`src/rtl/send_buffer.sv`:
```
// rtl/send_buffer.sv - 2-entry skid buffer with registered in_ready, sync flush and drain counter
module send_buffer #(
  parameter int N  = 32,
  parameter int CW = 16
) (
  input  logic          clk,
  input  logic          rst,
  input  logic          flush,
  input  logic          in_valid,
  output logic          in_ready,
  input  logic [N-1:0]  in_data,
  output logic          out_valid,
  input  logic          out_ready,
  output logic [N-1:0]  out_data,
  output logic [CW-1:0] sent_count
);

  typedef enum logic [1:0] {EMPTY, ONE, TWO} state_t;

  state_t        state_q, state_d;
  logic [N-1:0]  main_q, main_d;
  logic [N-1:0]  skid_q, skid_d;
  logic          in_ready_q, in_ready_d;
  logic          out_valid_q, out_valid_d;
  logic [CW-1:0] cnt_q, cnt_d;
  logic          accept;
  logic          drain;

  assign accept = in_valid & in_ready_q;
  assign drain  = out_valid_q & out_ready;

  always_comb begin
    state_d = state_q;
    main_d  = main_q;
    skid_d  = skid_q;
    case (state_q)
      EMPTY: begin
        if (accept) begin
          state_d = ONE;
          main_d  = in_data;
        end
      end
      ONE: begin
        if (accept && !drain) begin
          state_d = TWO;
          skid_d  = in_data;
        end else if (accept && drain) begin
          main_d = in_data;
        end else if (drain) begin
          state_d = EMPTY;
        end
      end
      TWO: begin
        if (drain) begin
          state_d = ONE;
          main_d  = skid_q;
        end
      end
      default: state_d = EMPTY;
    endcase

    // Flush discards any word accepted this cycle; a drain still completes.
    if (flush) begin
      state_d = EMPTY;
      main_d  = main_q;
      skid_d  = skid_q;
    end

    in_ready_d  = (state_d != TWO);
    out_valid_d = (state_d != EMPTY);
    cnt_d       = cnt_q + {{(CW-1){1'b0}}, drain};
  end

  always_ff @(posedge clk or posedge rst) begin
    if (rst) begin
      state_q     <= EMPTY;
      main_q      <= '0;
      skid_q      <= '0;
      in_ready_q  <= 1'b0;
      out_valid_q <= 1'b0;
      cnt_q       <= '0;
    end else begin
      state_q     <= state_d;
      main_q      <= main_d;
      skid_q      <= skid_d;
      in_ready_q  <= in_ready_d;
      out_valid_q <= out_valid_d;
      cnt_q       <= cnt_d;
    end
  end

  assign in_ready   = in_ready_q;
  assign out_valid  = out_valid_q;
  assign out_data   = main_q;
  assign sent_count = cnt_q;

endmodule

```
`config.mk`:
```
export PLATFORM = sky130hd
export DESIGN_NAME = send_buffer
export DESIGN_NICKNAME = d
export VERILOG_FILES = /design/src/rtl/send_buffer.sv
export SDC_FILE = /design/constraint.sdc
export NUM_CORES = 1
export LEC_CHECK = 0
export ABC_AREA = 0
export CORE_ASPECT_RATIO = 1.4
export CORE_UTILIZATION = 44
export DETAILED_ROUTE_END_ITERATION = 7
export GPL_ROUTABILITY_DRIVEN = 0
export GPL_TIMING_DRIVEN = 1
export PLACE_DENSITY = 0.75
export SLEW_MARGIN = 20
export SYNTH_ARGS = -nofsm -noshare
export SYNTH_HDL_FRONTEND = slang
export SYNTH_SLANG_ARGS = --single-unit
```
`constraint.sdc`:
```
create_clock -name clk -period 2.2 [get_ports clk]
set_input_delay 0.22 -clock clk [delete_from_list [all_inputs] [get_ports clk]]
set_output_delay 0.22 -clock clk [all_outputs]
set_load 0.01 [all_outputs]
```
==> impl_metrics.yaml, run 1 <==
global_route:
  grt_overflow_total: 0
  grt_pass1_wl_um: 11600
  grt_max_degree: 85
  track_usage_pct: 18.1
  antenna_found_initial: 0
  grt_pass1_vias: 2401
power:
  p_sw_share_pct: 29.1
  combPwrFrac_pct: 29.9
  vdd_ir_drop_max_v: 0.000523
  power_density_mw_per_mm2: 998
  sequentialPowerShare_pct: 49.6
  leakage_nw: 2.21
  p_sw_w: 0.00137
  intPower_w: 0.00334
  clockPowerShare_pct: 20.4
synthesis:
  ys_seq_area_share_pct: 58.9
  synth_flop_cell: "dfrtp_1"
  netlist_area_mm2: 0.00357
  synth_nets: 324
  yosysUniqueCellTypes: 29
  synth_seq_cells: 84
  synth_edf_count: 0
  async_flop_share_pct: 100
  avgSynthCellArea_um2: 12.5
  ys_warn_count: 0
  synth_cells: 285
sta:
  min_period_ns: 1.70
  relSlewSlack_pct: 60.0
  setup_viol: 0
  hold_viol: 0
  setup_tns_ns: 0
  max_clock_freq_mhz: 587
  skew_ns: 0.00612
  tightest_slew_ns: 0.599
  maxSlewViolCount: 0
  fin_crit_sh_pct: 77.5
  grt_setup_unrepaired: "no"
cts:
  cts_setup_buffers: 0
  cts.path.max_buffers: 2
  cts_made_buffers: 9
  clkTransAtPathRegs_ns: 0.08
  clock-root-buffer: "clkbuf_8"
  cts_tree: "yes"
  h-tree-depth: 3
  cts_resized: 0
  worst_skew_pair.late_latency_ns: 0.35
  hold_buffers: 0
  clock-sinks: 84
final_layout:
  fin_nets: 414
  final_cell_mix: "clkdlybuf4s50_1 (86), dfrtp_1 (84), nor2_1 (39), mux2_2 (32), mux2i_1 (32)"
  diodes: 0
  area_delta_synth_final_pct: 32.2
  stdcell_count: 480
  final_common_cell: "clkdlybuf4s50_1"
  final.fill_count: 672
  drive_gt1_share_pct: 16.3
critical_path:
  required_ns: 2.47
  slowest_delay_ns: 0.45
  end_kind: "register"
  crit_buf_inv: 1
  worst-path-stages: 5
  worst_ep_arrival_time_ns: 1.97
  path_class: "register to register"
  cp-start-kind: "register"
  cp_max_fo: 28
  path_delay_family: "flip-flops"
  crit_slowest_cell: "dfrtp_1"
  path_cells: "or2_2 > a221oi_4 > buf_4 > nor2_1 > a21oi_1"
  r2r_cells: 5
die:
  die_height_um: 109
  core_area_mm2: 0.00780
  rows: 38
  start_util_pct: 45.8
  die_area_mm2: 0.00848
  die_w_um: 78.1
  io_pins: 87
outcome:
  outcome: "complete, no violations"
placed_design:
  dpl.cell_count: 464
  dp_hpwl_um: 4590
  io_buffers: 86
detailed_routing:
  wirelength_um: 6890
  vias_per_cell: 5.02
  vias: 2410
  first_pass_iters: 4
  drt_iter0_drc: 106
  detail-route-antenna-nets: 0
  drc_errors: 0
  wl_per_cell_um: 14.3
min_path:
  hp-class: "primary input to async pin"
job:
  maxCapViolCount: 0
==> cells by family (layout without fill, tap and decap cells) <==
| logic type | count (synthesis) | after routing | share of synthesized area [%] |
|---|---|---|---|
| compound gates | 39 | 39 | 6.87 |
| flops | 84 | 84 | 58.9 |
| mux | 64 | 64 | 19.1 |
| fa+ha+maj | 2 | 2 | 0.701 |
| simple gates | 65 | 65 | 7.89 |
| xor+xnor | 14 | 14 | 3.44 |
| buf+inv | 17 | 112 | 3.15 |
==> metrics by stage <==
| step | setup WS, ns | cell area [um^2] | total power (W) | hold WS, ns | utilization [%] |
|---|---|---|---|---|---|
| 2_1_floorplan | 0.540 | 3570 | 0.00305 | 0.283 | - |
| 3_3_place_gp | 0.299 | 4550 | 0.00373 | 0.460 | 58.4 |
| 3_5_place_dp | 0.253 | 4550 | 0.00380 | 0.467 | 58.4 |
| 4_1_cts | 0.471 | 4720 | 0.00477 | 0.360 | 60.5 |
| 5_1_grt | 0.332 | 4720 | 0.00501 | 0.387 | 60.5 |
| 6_report | 0.496 | 4720 | 0.00471 | 0.348 | 60.5 |
==> power by group through the flow <==
stage | combinational [W] | sequential [W] | clock, W
detailed placement | 0.00143 | 0.00237 | 0
global route | 0.00155 | 0.00241 | 0.00106
floorplan | 0.000626 | 0.00243 | 0
global placement | 0.00139 | 0.00235 | 0
finish | 0.00141 | 0.00234 | 0.000961
CTS | 0.00143 | 0.00234 | 0.000989
==> per-layer routing <==
metal	routed length, um	global-route usage (%)	part of all wire, %
met3	255	3.97	3.7
met4	132	8.73	1.9
met5	0	0	0
met2	3520	30.0	51
met1	2980	22.3	43
==> worst register-to-register path, stage by stage (launching register included) <==
cell      delay [ns]
dfrtp_1         0.45
or2_2           0.34
a221oi_4        0.28
buf_4           0.34
nor2_1          0.08
a21oi_1         0.13
==> worst paths after layout <==
path	startpoint	endpoint	slack [ns]
max	state_q[0]	out_data[0]	0.50
min	rst	sent_count[3]	0.35
max reg2reg	state_q[0]	out_data[0]	0.50
min reg2reg	sent_count[15]	sent_count[15]	0.47
max in group asynchronous	rst	out_data[12]	1.52
min in group clk	sent_count[15]	sent_count[15]	0.47
==> cells in the mapped netlist (2+ instances only) <==
cell,n,share of area (%)
a21oi_1,29,4.1
a21oi_2,4,0.98
buf_2,6,0.84
buf_4,3,0.63
buf_6,4,1.3
dfrtp_1,84,59
ha_1,2,0.70
inv_1,3,0.32
mux2_2,32,10
mux2i_1,32,9.0
nand2_1,9,0.95
nand3_1,6,0.84
nand4_1,5,0.88
nor2_1,39,4.1
xnor2_1,8,2.0
xor2_1,6,1.5
==> flip-flops by register name (all words and copies together), names as in the netlist <==
register	count
in_ready	1
out_data	32
out_valid	1
sent_count	16
skid_q	32
state_q	2
==> final cells by class <==
class / instances / area, um^2 / area share [%]
sequential: 84 / 2100 / 44.5
multi-input combinational: 184 / 1360 / 28.8
tap: 100 / 125 / 2.65
inverter: 3 / 15.0 / 0.318
clock inverter: 5 / 27.5 / 0.583
timing repair buffer: 93 / 951 / 20.1
clock buffer: 11 / 141 / 3.00
Power figures use the tool's default switching activity.
==> run 2: changes to the inputs <==
clock period = 1.4 ns   (was 2.2 ns; I/O delays follow)
==> impl_metrics.yaml, run 2 (synthesized netlist as in run 1, its figures left out) <==
outcome:
  outcome: "finished, violations left"
  violations: "setup timing"
cts:
  hold_buffers: 0
  cts.path.max_buffers: 2
  cts_made_buffers: 9
  worst_skew_pair.late_latency_ns: 0.36
  clock-sinks: 84
  cts_tree: "yes"
  clock-root-buffer: "clkbuf_8"
  clkTransAtPathRegs_ns: 0.08
  h-tree-depth: 3
placed_design:
  dpl.cell_count: 482
  dpl_worst_slack_ns: -0.358
  io_buffers: 86
  dp_hpwl_um: 5350
detailed_routing:
  vias: 2697
  wirelength_um: 8810
  detail-route-antenna-nets: 0
  vias_per_cell: 5.20
  drt_iter0_drc: 91
  first_pass_iters: 4
  drc_errors: 0
  wl_per_cell_um: 17.0
sta:
  grt_setup_unrepaired: "yes"
  relSlewSlack_pct: 76.7
  fin_crit_sh_pct: 115
  max_clock_freq_mhz: 622
  tightest_slew_ns: 0.350
  maxSlewViolCount: 0
  min_period_ns: 1.61
  setup_viol: 66
  skew_ns: 0.00851
  hold_viol: 0
  fin_ws_ns: -0.208
global_route:
  grt_use_met2_pct: 39.3
  grt_pass1_wl_um: 13900
  grt_overflow_total: 0
  grt_pass1_vias: 2884
  met3_usage_pct: 2.70
  antenna_found_initial: 0
  grt_max_degree: 28
  gr-max-usage-layer: "met2"
  grtUsageMet1_pct: 25.3
  track_usage_pct: 22.1
final_layout:
  stdcell_count: 519
  multi_input_area_mm2: 0.00152
  fin_nets: 453
  diodes: 0
  final_common_cell: "dfrtp_1"
  final_cell_mix: "dfrtp_1 (82), clkdlybuf4s50_1 (38), dlygate4sd2_1 (36), mux2_2 (32), mux2i_1 (32)"
  drive_gt1_share_pct: 31.5
  final.fill_count: 594
  area_delta_synth_final_pct: 50.5
  register_area_mm2: 0.00210
job:
  maxCapViolCount: 0
critical_path:
  r2r_cells: 5
  slowest_delay_ns: 0.42
  required_ns: 1.64
  path_cells: "nand3b_1 > a221oi_4 > buf_4 > clkbuf_16 > a21oi_1"
  end_kind: "register"
  r2r_end: "out_data[30]"
  crit_slowest_cell: "dfrtp_1"
  cp_max_fo: 6
  path_class: "register to register"
  r2r_slack_ns: -0.21
  r2r_start: "state_q[1]"
  worst_ep_arrival_time_ns: 1.85
  cp-start-kind: "register"
power:
  power_density_mw_per_mm2: 1450
  leakage_nw: 2.69
  vdd_ir_drop_max_v: 0.00117
die:
  core_area_mm2: 0.00780
  io_pins: 87
  die_w_um: 78.1
  start_util_pct: 45.8
  die_height_um: 109
  rows: 38
  die_area_mm2: 0.00848
min_path:
  hp-class: "primary input to async pin"
-- run 2: final cells by class --
| type | instances | area share (%) |
|---|---|---|
| flip-flops and latches | 84 | 39.2 |
| clock buffers | 15 | 3.28 |
| multi-input cells | 184 | 28.2 |
| repair buffers | 132 | 26.5 |
| inverters | 3 | 0.326 |
| well taps | 100 | 2.33 |
| clock inverters | 1 | 0.0932 |
-- run 2: power breakdown --
part           internal, W  switching [W]  leakage, nW  total (W)
clock network     0.000791       0.000806       0.0937    0.00160
logic              0.00141        0.00107         1.60    0.00248
registers          0.00322       0.000481        0.999    0.00370
total              0.00542        0.00236         2.69    0.00778
-- run 2: worst max-delay path by stage --
stage / startpoint / endpoint / slack [ns] / cells after the start
after floorplan: state_q[0] / out_data[10] / -0.23 / 6
after CTS: state_q[1] / out_data[6] / -0.17 / 6
final: state_q[1] / out_data[30] / -0.21 / 5
after global placement: in_valid / skid_q[15] / -0.31 / 6
after detailed placement: in_valid / skid_q[15] / -0.36 / 6
after global routing: state_q[1] / out_data[19] / -0.28 / 6
-- run 2: what timing repair did --
item | CTS | global route
setup endpoints to repair | 112 | 86
buffers inserted | 12 | 4
gates cloned | 4 | 4
gates resized for setup | 55 | 35
pin swaps | 7 | 14
-- run 2: stage by stage --
| stage | setup TNS (ns) | power (W) | utilization [%] | area, um^2 | hold slack, ns |
|---|---|---|---|---|---|
| after floorplan | -9.05 | 0.00489 | - | 3690 | 0.203 |
| after global placement | -20.20 | 0.00604 | 61.5 | 4790 | 0.461 |
| after detailed placement | -23.96 | 0.00616 | 61.5 | 4790 | 0.472 |
| after CTS | -8.06 | 0.00771 | 66.2 | 5160 | 0.104 |
| after global routing | -15.09 | 0.00825 | 68.9 | 5370 | 0.112 |
| final | -10.05 | 0.00778 | 68.9 | 5370 | 0.108 |
-- run 2: worst max-delay path, delay by kind of cell (launching register included) --
kind	cells	cell delay (ns)
compound gates	2	0.42
buf+inv	2	0.43
flops	1	0.42
simple gates	1	0.23
-- run 2: routing by layer --
| layer | vias to the layer above | part of all wire [%] |
|---|---|---|
| met5 | - | 0 |
| met4 | 0 | 2.9 |
| met2 | 71 | 53 |
| met1 | 1356 | 40 |
| met3 | 20 | 3.6 |
| li1 | 1250 | - |
==> run 3: changes to the inputs <==
CORE_ASPECT_RATIO = unset   (was 1.4)
==> impl_metrics.yaml, run 3 (synthesized netlist as in run 1, its figures left out) <==
sta:
  hold_viol: 0
  setup_viol: 65
  relSlewSlack_pct: 81.1
  min_period_ns: 1.60
  fin_crit_sh_pct: 115
  fin_ws_ns: -0.204
  skew_ns: 0.00824
  maxSlewViolCount: 0
  whs_ns: 0.220
  tightest_slew_ns: 0.284
  grt_setup_unrepaired: "yes"
  max_clock_freq_mhz: 623
die:
  die_area_mm2: 0.00848
  io_pins: 87
  die_height_um: 92.1
  start_util_pct: 46.0
  core_area_mm2: 0.00777
  rows: 32
  die_w_um: 92.1
final_layout:
  final_cell_mix: "dfrtp_1 (83), clkdlybuf4s50_1 (39), dlygate4sd2_1 (39), mux2_2 (32), mux2i_1 (32)"
  fin_nets: 453
  final_common_cell: "dfrtp_1"
  drive_gt1_share_pct: 38.2
  area_delta_synth_final_pct: 54.9
  diodes: 0
  final_area_mm2: 0.00553
  post-route-util_pct: 71.2
global_route:
  grt_overflow_total: 0
  track_usage_pct: 20.2
  grt_pass1_wl_um: 13300
  grt_max_degree: 50
  antenna_found_initial: 0
  grt_pass1_vias: 2760
detailed_routing:
  first_pass_iters: 4
  vias_per_cell: 5.16
  drt_iter0_drc: 55
  detail-route-antenna-nets: 0
  drc_errors: 0
  wl_per_cell_um: 17.2
  vias: 2688
  wirelength_um: 8980
critical_path:
  r2r_start: "state_q[1]"
  cp-endpoint: "out_data[10]"
  required_ns: 1.68
  end_kind: "register"
  r2r_cells: 6
  r2r_slack_ns: -0.20
  cp_max_fo: 20
  r2r_end: "out_data[10]"
  startpoint: "state_q[1]"
  path_cells: "nand3b_1 > a221oi_4 > buf_4 > clkbuf_16 > nor2_1 > a21oi_1"
  crit_slowest_cell: "dfrtp_1"
  path_class: "register to register"
  worst_ep_arrival_time_ns: 1.89
  cp-start-kind: "register"
  slowest_delay_ns: 0.41
power:
  fin_total_pwr_w: 0.00859
  power_density_mw_per_mm2: 1550
  leakage_nw: 2.68
  vdd_ir_drop_max_v: 0.000820
placed_design:
  dpl_worst_slack_ns: -0.362
  io_buffers: 86
  dpl_cell_area_mm2: 0.00480
  dp_hpwl_um: 5170
cts:
  cts_made_buffers: 9
  hold_buffers: 0
  clock-sinks: 84
  clock-root-buffer: "clkbuf_8"
  cts_tree: "yes"
  h-tree-depth: 3
  clkTransAtPathRegs_ns: 0.09
  worst_skew_pair.late_latency_ns: 0.35
  cts.path.max_buffers: 2
outcome:
  violations: "setup timing"
  outcome: "finished, violations left"
job:
  maxCapViolCount: 0
min_path:
  hp-class: "primary input to async pin"
-- run 3: changes by cell type in the layout (fill, tap and decap cells not counted), sizes merged --
cell	previous run	this run
bufinv	0	3
clkbuf	19	16
clkdlybuf4s50	38	39
dlygate4sd2	36	39
dlymetal6s2s	12	8
-- run 3: cell type report --
class                           instances  area (um^2)
Sequential cell                        84         2100
Multi-Input combinational cell        184         1640
Timing Repair Buffer                  132         1390
Clock buffer                           12          155
Fill cell                             573         2240
Clock inverter                          4         95.1
Inverter                                3         15.0
Tap cell                              102          128
-- run 3: worst min-delay path by stage --
stage,from,end,cells after the start
4_1_cts,rst,sent_count[15],3
6_report,rst,out_data[18],3
3_5_place_dp,sent_count[15],sent_count[15],1
5_1_grt,rst,skid_q[24],3
3_3_place_gp,sent_count[15],sent_count[15],1
2_1_floorplan,flush,out_valid,1
-- run 3: worst max-delay path: cells and delay by family (launching register included) --
family                 cells  cell delay, ns
and+or+nand+nor            2            0.27
AOI/OAI and AO/OA          2            0.47
buffers and inverters      2            0.39
DFF                        1            0.41
-- run 3: layer usage --
layer	routed length, um	track usage, %	vias up
met5	0	0	-
met4	200	9.38	0
met3	352	3.57	17
met2	4610	34.2	64
met1	3810	25.3	1353
li1	-	-	1254
-- run 3: power by group --
group	switching (W)	internal (W)	total (W)
Combinational	0.00114	0.00154	0.00268
Sequential	0.000536	0.00322	0.00376
Clock	0.000867	0.00128	0.00215
Total	0.00255	0.00604	0.00859
-- run 3: metrics by stage --
step	setup TNS, ns	cells
floorplan	-9.05	285
global placement	-21.19	481
detailed placement	-23.50	481
CTS	-5.32	510
global route	-13.63	521
finish	-8.80	521
-- run 3: what timing repair did --
action                                  in CTS  in global routing
endpoints found under the setup margin     109                 82
buffers inserted                            11                  6
gates resized for setup                     49                 67
pin swaps                                    2                 15
cloned                                       2                  5
endpoints found under the hold margin        0                  0
==> edit: new RTL, config.mk and constraints of run 1 <==
Register the output `sent_count` once more, cleared by the reset; this adds one clock of latency there. The other outputs are not delayed to match.
--- a/src/rtl/send_buffer.sv
+++ b/src/rtl/send_buffer.sv
@@ -94,3 +94,9 @@
   assign out_data   = main_q;
-  assign sent_count = cnt_q;
+  always_ff @(posedge clk or posedge rst) begin
+    if (rst) begin
+      sent_count <= '0;
+    end else begin
+      sent_count <= cnt_q;
+    end
+  end
 
Behaviour: not the same (Yosys sat finds a counterexample within 4 cycles, from zero or initial values and one cycle with rst high).
==> edit against run 1 <==
Final cell count rose by 21%; power rose by 37%; area after synthesis rose by 26%; worst setup slack got worse by 0.17 ns; die area rose by 25%; sequential power rose by 22%; sequential cell count rose by 16; maximum frequency fell by 9.3%; routed wire length rose by 49%; via count rose by 35%; highest routed layer unchanged; critical path type unchanged; final area rose by 24%.
==> edit: results (changes against run 1) <==
| Metric | Value |
|---|---|
| Outcome | `completed (unchanged)` |
| Final-report setup violation count | `0 (unchanged)` |
| WL/cell | `17.7 µm (was 14.3 µm)` |
| Pin count of the biggest net entering global routing | `101 (was 85)` |
| Amount of wire on met2 after detailed routing | `5.33 mm (was 3.52 mm)` |
| CP arrival | `2.14 ns (was 1.97 ns)` |
| Largest fanout of any net on the critical path | `7 (was 28)` |
| Synthesis warning total | `0 (unchanged)` |
| Global-route track usage on met2 | `0.354 (was 0.300)` |
| Root buf cell | `clkbuf_16 (was clkbuf_8)` |
| CTS H-tree lvls | `3 (unchanged)` |
| Worst slew pin tran | `0.533 ns (was 0.599 ns)` |
| Static Leak | `0.00267 µW (was 0.00221 µW)` |
| Number of iterations in the first detailed-routing pass | `4 (unchanged)` |
| Violation count after the first detailed-route iteration | `188 (was 106)` |
| Post-CTS setup buffer count | `0 (unchanged)` |
| Most instantiated flip-flop cell in the synthesis netlist | `dfrtp_1 (unchanged)` |
| Most instantiated cells after synthesis | `dfrtp_1, a21oi_1, a22oi_1, and3b_1, a211oi_1 (was dfrtp_1, nor2_1, mux2_2, mux2i_1, a21oi_1)` |
| Portion of the post-synthesis area used by sequential elements | `0.556 (was 0.589)` |
| Hold violation total from the final report | `0 (unchanged)` |
| Cts repair resizes | `0 (unchanged)` |
| Total global routing track utilization | `0.211 (was 0.181)` |
| Slowest cell on the critical path | `dfrtp_1 (unchanged)` |
| Highest routed layer | `met4 (unchanged)` |
| Antenna cells | `0 (unchanged)` |
| Wire length of the first global-routing pass | `17.1 mm (was 11.6 mm)` |
| Clock skew after layout | `0.00573 ns (was 0.00612 ns)` |
| Number of nets in the layout | `480 (was 414)` |
| Antenna violations before repair | `0 (unchanged)` |
| Pre-CTS setup slack | `0.133 ns (was 0.253 ns)` |
| Clock Tree Buf Depth | `2 (unchanged)` |
| Vias in the first global route | `3,395 (was 2,401)` |
| Largest vdd supply drop | `0.426 mV (was 0.523 mV)` |
| Placed wire-length estimate after detailed placement | `6.68 mm (was 4.59 mm)` |
| Clock-pin transition on the worst setup and hold timing paths | `0.07 ns` |
| Fraction of registers with async set/reset | `1.00 (unchanged)` |
| Unique cell type count in the Yosys netlist | `34 (was 29)` |
| Type of the most critical hold path | `primary input to flip-flop (was primary input to async pin)` |
| Met1 routed wirelength after detailed routing | `4.43 mm (was 2.98 mm)` |
| Routed length on met3 | `342 µm (was 255 µm)` |
| Post-Synthesis Net Count | `397 (was 324)` |
| Number of buffers inserted during clock tree synthesis | `9 (unchanged)` |
| Via count | `3,247 (was 2,410)` |
| Synth area leaders | `dfrtp_1, mux2_4, and3b_1, a22oi_1, a211oi_1 (was dfrtp_1, mux2_2, mux2i_1, nor2_1, a21oi_1)` |
| Buffers on Ports | `86 (unchanged)` |
| Layout cells sized above 1 | `0.157 (was 0.163)` |
| Met3 Track Usage GR | `0.0440 (was 0.0397)` |
| GR met1 Demand/Resource | `0.267 (was 0.223)` |
| Clock latency reported for the late side of the worst-skew pair | `0.34 ns` |
| Crit path largest cell delay | `0.47 ns (was 0.45 ns)` |
## edit: worst max-delay path, delay by kind of cell, from the launching register on
kind                     cells  cell delay (ns)
AND/OR/NAND/NOR              3             0.66
buffers and inverters        1             0.09
flip-flops                   1             0.47
adder cells (fa/ha/maj)      2             0.41
XOR/XNOR                     1             0.17
## edit: final timing paths
check / start / to / slack (ns) / depth (start not counted)
worst max-delay path: out_valid / cnt_q[14] / 0.32 / 7
worst max register to register: out_valid / cnt_q[14] / 0.32 / 7
worst min-delay path: flush / state_q[0] / 0.27 / 2
min in group asynchronous: rst / sent_count[12] / 0.36 / 3
worst min register to register: cnt_q[15] / sent_count[15] / 0.40 / 0
max in group asynchronous: rst / out_data[9] / 1.42 / 3
## edit: cell families after synthesis
family          count (synthesis)  synth area share
buf+inv                        38            0.0389
flops                         100             0.556
xor+xnor                       15            0.0292
fa+ha+maj                       2           0.00556
simple gates                   65             0.105
compound gates                106             0.159
mux                            32             0.105
## edit: power by group
group	total (µW)	switching (µW)	internal, µW
sequential	2850	388	2460
clock	1600	702	897
combinational	2010	777	1240
total	6460	1870	4590
## edit: final cells by class
class | instances | area [µm²]
fillers | 837 | 4040
flip-flops and latches | 100 | 2500
multi-input cells | 220 | 1830
repair buffers | 104 | 1030
clock buffers | 10 | 229
well taps | 135 | 169
clock inverters | 6 | 71.3
inverters | 6 | 26.3
## edit: metrics by stage
step,instances,cell area (µm²),hold WS (ns)
after CTS,581,5860,0.261
after detailed placement,565,5560,0.386
final,581,5860,0.271
after global placement,565,5560,0.374
after floorplan,358,4500,0.360
after global routing,581,5860,0.292
